`src/rtl/pipe_pkg.sv`:
```
// Shared definitions for P8 pipeline-stage registers.
// Occupancy codes and default MEM/WB payload widths.
package pipe_pkg;

    localparam logic [1:0] OCC_EMPTY = 2'd0;
    localparam logic [1:0] OCC_ONE   = 2'd1;
    localparam logic [1:0] OCC_FULL  = 2'd2;

    localparam int CTRL_W_MEMWB = 5;
    localparam int DATA_W_MEMWB = 165;

    function automatic logic [1:0] occ_of(input logic a, input logic b);
        return {1'b0, a} + {1'b0, b};
    endfunction

endpackage

```
`src/rtl/pipe_slot.sv`:
```
// One pipeline-stage entry: valid bit, control field, data field.
// Clear wins over load; data is only wiped when zero_data_i is set.
module pipe_slot
    import pipe_pkg::*;
#(
    parameter int CTRL_W = 8,
    parameter int DATA_W = 32
) (
    input  logic              CLK,
    input  logic              load_i,
    input  logic              clear_i,
    input  logic              zero_data_i,
    input  logic [CTRL_W-1:0] ctrl_i,
    input  logic [DATA_W-1:0] data_i,
    output logic              valid_o,
    output logic [CTRL_W-1:0] ctrl_o,
    output logic [DATA_W-1:0] data_o
);

    logic              valid_q;
    logic [CTRL_W-1:0] ctrl_q;
    logic [DATA_W-1:0] data_q;

    always_ff @(posedge CLK) begin
        if (clear_i) begin
            valid_q <= 1'b0;
            ctrl_q  <= '0;
            if (zero_data_i) begin
                data_q <= '0;
            end
        end else if (load_i) begin
            valid_q <= 1'b1;
            ctrl_q  <= ctrl_i;
            data_q  <= data_i;
        end
    end

    assign valid_o = valid_q;
    assign ctrl_o  = ctrl_q;
    assign data_o  = data_q;

endmodule

```
`src/rtl/pipe_stage_skid.sv`:
```
// Pipeline-stage register with one-entry skid buffer, flush
// and a saturating stall-cycle counter.
module pipe_stage_skid
    import pipe_pkg::*;
#(
    parameter int DATA_W    = 32,
    parameter int CTRL_W    = 8,
    parameter int CNT_W     = 16,
    parameter bit ZERO_DATA = 1'b1
) (
    input  logic              CLK,
    input  logic              reset,
    input  logic              flush,
    input  logic              in_valid,
    output logic              in_ready,
    input  logic [CTRL_W-1:0] in_ctrl,
    input  logic [DATA_W-1:0] in_data,
    output logic              out_valid,
    input  logic              out_ready,
    output logic [CTRL_W-1:0] out_ctrl,
    output logic [DATA_W-1:0] out_data,
    output logic [1:0]        occupancy,
    output logic [CNT_W-1:0]  stall_cnt
);

    logic              main_valid;
    logic [CTRL_W-1:0] main_ctrl;
    logic [DATA_W-1:0] main_data;
    logic              skid_valid;
    logic [CTRL_W-1:0] skid_ctrl;
    logic [DATA_W-1:0] skid_data;

    logic              main_load;
    logic              main_clr;
    logic              main_from_skid;
    logic              skid_load;
    logic              skid_clr;
    logic              zero_d;
    logic              accept;
    logic              drain;
    logic [CTRL_W-1:0] main_ctrl_in;
    logic [DATA_W-1:0] main_data_in;
    logic [CNT_W-1:0]  stall_q;
    logic [CNT_W-1:0]  stall_d;

    assign in_ready = !skid_valid;
    assign accept   = in_valid && in_ready;
    assign drain    = main_valid && out_ready;

    always_comb begin
        main_load      = 1'b0;
        main_clr       = 1'b0;
        main_from_skid = 1'b0;
        skid_load      = 1'b0;
        skid_clr       = 1'b0;
        zero_d         = 1'b0;
        if (reset || flush) begin
            main_clr = 1'b1;
            skid_clr = 1'b1;
            zero_d   = ZERO_DATA;
        end else if (!main_valid || drain) begin
            if (skid_valid) begin
                main_load      = 1'b1;
                main_from_skid = 1'b1;
                skid_clr       = 1'b1;
            end else if (accept) begin
                main_load = 1'b1;
            end else begin
                main_clr = 1'b1;
            end
        end else if (accept) begin
            skid_load = 1'b1;
        end
    end

    assign main_ctrl_in = main_from_skid ? skid_ctrl : in_ctrl;
    assign main_data_in = main_from_skid ? skid_data : in_data;

    pipe_slot #(.CTRL_W(CTRL_W), .DATA_W(DATA_W)) u_main (
        .CLK         (CLK),
        .load_i      (main_load),
        .clear_i     (main_clr),
        .zero_data_i (zero_d),
        .ctrl_i      (main_ctrl_in),
        .data_i      (main_data_in),
        .valid_o     (main_valid),
        .ctrl_o      (main_ctrl),
        .data_o      (main_data)
    );

    pipe_slot #(.CTRL_W(CTRL_W), .DATA_W(DATA_W)) u_skid (
        .CLK         (CLK),
        .load_i      (skid_load),
        .clear_i     (skid_clr),
        .zero_data_i (zero_d),
        .ctrl_i      (in_ctrl),
        .data_i      (in_data),
        .valid_o     (skid_valid),
        .ctrl_o      (skid_ctrl),
        .data_o      (skid_data)
    );

    // Counts blocked cycles regardless of flush; only reset clears it.
    always_comb begin
        stall_d = stall_q;
        if (reset) begin
            stall_d = '0;
        end else if (main_valid && !out_ready && stall_q != '1) begin
            stall_d = stall_q + CNT_W'(1);
        end
    end

    always_ff @(posedge CLK) begin
        stall_q <= stall_d;
    end

    assign out_valid = main_valid;
    assign out_ctrl  = main_valid ? main_ctrl : '0;
    assign out_data  = main_data;
    assign occupancy = occ_of(main_valid, skid_valid);
    assign stall_cnt = stall_q;

endmodule
```
`config.mk`:
```
export PLATFORM = sky130hd
export DESIGN_NAME = pipe_stage_skid
export DESIGN_NICKNAME = d
export VERILOG_FILES = /design/src/rtl/pipe_pkg.sv /design/src/rtl/pipe_slot.sv /design/src/rtl/pipe_stage_skid.sv
export SDC_FILE = /design/constraint.sdc
export NUM_CORES = 1
export LEC_CHECK = 0
export CAP_MARGIN = 5
export CORE_ASPECT_RATIO = 1.2
export CORE_MARGIN = 2
export CORE_UTILIZATION = 40
export CTS_CLUSTER_DIAMETER = 30
export DETAILED_ROUTE_END_ITERATION = 6
export GPL_TIMING_DRIVEN = 0
export PLACE_DENSITY = 0.78
export SKIP_LAST_GASP = 1
export SYNTH_ARGS = -nofsm -noshare
export SYNTH_HDL_FRONTEND = slang
export SYNTH_SLANG_ARGS = --single-unit
```
`constraint.sdc`:
```
create_clock -name CLK -period 2.5 [get_ports CLK]
set_input_delay 0.5 -clock CLK [delete_from_list [all_inputs] [get_ports CLK]]
set_output_delay 0.5 -clock CLK [all_outputs]
set_load 0.01 [all_outputs]
```
==> impl_metrics.yaml <==
placed_design:
  dp.final_hpwl_um: 7195
  routabilityCongestion: 0.8592
  portBuffers: 103
  place_inst: 622
  dpl_worst_slack_ps: -1151
floorplanning:
  die-area_mm2: 0.01135
  start_util_pct: 40.57
  rows: 41
  core-area_mm2: 0.01036
  die_x_um: 97.59
  ioPinCount: 105
  dieHeight_um: 116.3
finish:
  n_antenna_cell: 0
  n_fill_cell: 892
  syn_to_final_growth_pct: 36.99
  multiInputGateArea_mm2: 0.001520
  stdcell_count: 643
  fin_nets: 556
  seq_area_mm2: 0.002603
  drive_above_1_share_pct: 6.420
yosys:
  synth_area_mm2: 0.004204
  synth-main-ff-cell: "edfxtp_1"
  avgSynthCellArea_um2: 10.78
  ys_seq_area_share_pct: 61.90
  synth_area_leader_cell: "edfxtp_1"
  synth-async-reset-ratio_pct: 0
  synth_cell_types: 32
  synth_warnings: 0
  synth_cells: 390
  syn_nets: 437
  synth-edff-count: 64
  synth_top_area_share_pct: 45.71
  synth_seq_cells: 98
  yosys-top-cells-area: "edfxtp_1, dfxtp_1, nand2_1"
power:
  p_clk_share_pct: 38.7
  power_density_mw_per_mm2: 600.3
  p_total_w: 0.003457
  power_switching_share_pct: 20.78
  p_leak_nw: 2.293
  p_seq_share_pct: 52.9
  power.switching_w: 0.0007185
  p_comb_share_pct: 8.3
  p_int_w: 0.002739
  peakVddDrop_mv: 0.2978
setup_path:
  critPathKind: "in2reg"
  critPathCaptureType: "flip-flop"
  ff2ff_setup_slack_ps: 290
  worst-r2r-cell-count: 5
  r2r-end: "u_skid.data_o[22]$_SDFFCE_PP0P_"
  crit_arrival_ps: 2320
  worst_setup_path_start_kind: "input pin"
  reg2reg_from: "u_main.valid_o$_SDFFE_PP0P_"
  worst-path-max-fanout: 16
  crit_required_ps: 2490
clocking:
  cts.htree.levels: 3
  cts.sinks: 98
  clockRootBuffer: "clkbuf_16"
  cts.clk_slew.worst_paths_ps: 70
  cts_buffer_depth: 2
  cts_tree: "yes"
  clkLatencyLatePin_ps: 330
  numCtsBuffers: 9
detailed_routing:
  drt.antenna.violating_nets: 0
  drtPass1Iterations: 4
  dr.first_iter.drc_count: 189
  drt_wl_total_um: 10130
  viasPerCell: 5.317
  vias: 3419
  drc: 0
  wl_per_cell_um: 15.76
sta:
  worstMarginPinSlew_ps: 578.1
  fin_crit_sh_pct: 93.24
  max_freq_mhz: 429.0
  setup-violations-final: 0
  hold_viol_final: 0
  holdWs_ps: 448.9
  rsz0062_at_grt: "yes"
  period_minus_slack_ps: 2331
  fin_ws_ps: 169.0
  slew_headroom_pct: 61.10
  skew_ps: 4.850
  maxSlewViolCount: 0
worst_hold_path:
  holdPathEnd: "u_main.ctrl_o[5]$_SDFFE_PP0P_"
  holdCritPathClass: "reg2reg"
  min_path_cells: 2
  min_from: "u_main.ctrl_o[5]$_SDFFE_PP0P_"
grt:
  track_usage_pct: 17.92
  grt_pass1_wl_um: 16130
  overflow: 0
  grt_pass1_vias: 3349
  antenna_found_initial: 0
  grt_max_degree: 33
run:
  drv_cap: 0
outcome:
  status: "complete, no violations"
==> area by class of cell <==
| cell class | count | area share (%) |
|---|---|---|
| inverter | 3 | 0.1955 |
| clock buffer | 13 | 4.779 |
| sequential | 98 | 45.19 |
| tap | 129 | 2.803 |
| buffer | 25 | 1.847 |
| multi-input combinational | 265 | 26.40 |
| timing repair buffer | 107 | 18.42 |
| clock inverter | 3 | 0.3693 |
==> routing by layer <==
metal	wire length, µm	GRT usage [%]
met1	4304	21.82
met4	160	6.204
met2	5065	31.72
met5	0	0
met3	600	4.010
==> cell usage after synthesis (3+ instances only) <==
library cell and count:
inv_1 3, a21oi_1 47, edfxtp_1 64, and3_1 35, nand2_1 80, o21ai_0 12, or4_1 10, clkbuf_1 21
nand3_1 9, buf_2 3, dfxtp_1 34, nor2_1 11, o31ai_1 11, mux2i_1 17, and2_1 8, nand4_1 6
==> stage by stage <==
stage | cell area, µm² | util (%) | TNS [ps]
finish | 5759 | 55.58 | 0
global route | 5759 | 55.58 | -195.3
CTS | 5744 | 55.43 | 0
detailed placement | 5399 | 52.10 | -68570
global placement | 5399 | 52.10 | -58900
floorplan | 4207 | - | 0
==> logic make-up (layout without fill, tap and decap cells) <==
| logic type | Yosys count | in the layout | share of synthesized area, % |
|---|---|---|---|
| mux | 17 | 17 | 4.048 |
| flops | 98 | 98 | 61.90 |
| simple gates | 172 | 173 | 21.10 |
| xor+xnor | 1 | 1 | 0.2084 |
| buf+inv | 28 | 151 | 2.768 |
| fa+ha+maj | 2 | 2 | 0.5951 |
| compound gates | 72 | 72 | 9.375 |
==> worst max-delay path: stages <==
cell             delay (ps)
clkdlybuf4s50_1         530
nand2b_1                140
buf_6                   130
clkbuf_1                350
o211ai_1                270
nand2_2                 400
==> state kept, by name (all words and copies together), names as in the netlist <==
register        flops
u_main.ctrl_o       8
stall_cnt          16
u_skid.data_o      32
u_skid.ctrl_o       8
u_skid.valid_o      1
u_main.data_o      32
u_main.valid_o      1
==> how the worst max path moves through the flow <==
stage                     cells past startpoint                              end                   startpoint
final                                         6   u_main.data_o[0]$_SDFFCE_PP0P_                    out_ready
after global routing                          6  u_main.data_o[21]$_SDFFCE_PP0P_                    out_ready
after CTS                                     5  u_skid.data_o[22]$_SDFFCE_PP0P_  u_main.valid_o$_SDFFE_PP0P_
after detailed placement                      6  u_main.data_o[22]$_SDFFCE_PP0P_                    out_ready
after global placement                        6  u_main.data_o[19]$_SDFFCE_PP0P_                    out_ready
after floorplan                               5   u_main.data_o[0]$_SDFFCE_PP0P_                        reset
==> cells in the final DEF (no fill, tap or decap), types with 3 or more instances in the layout <==
cell	n
clkdlybuf4s50_1	103
nand2_1	78
edfxtp_1	64
a21oi_1	47
and3_1	35
dfxtp_1	34
clkbuf_1	21
mux2i_1	17
o21ai_0	12
nor2_1	11
o31ai_1	10
or4_1	10
clkbuf_16	10
nand3_1	9
and2_1	8
nand4_1	6
buf_4	4
inv_1	3
buf_2	3
==> timing repair <==
action | 4_1_cts | 5_1_grt
gates resized for setup | 6 | 0
hold buffers | 0 | 0
gates cloned | 1 | 0
pin swaps | 2 | 0
setup endpoints to repair | 69 | 48
buffers inserted | 2 | 2
==> power by group through the flow <==
stage / clock network, W / registers [W] / logic [W]
final: 0.00134 / 0.00183 / 0.000288
after global placement: 0 / 0.00186 / 0.000275
after CTS: 0.00137 / 0.00183 / 0.000290
after detailed placement: 0 / 0.00187 / 0.000281
after floorplan: 0 / 0.00188 / 0.0000800
after global routing: 0.00143 / 0.00184 / 0.000310
Note: power is estimated with default switching activity, not from simulation.
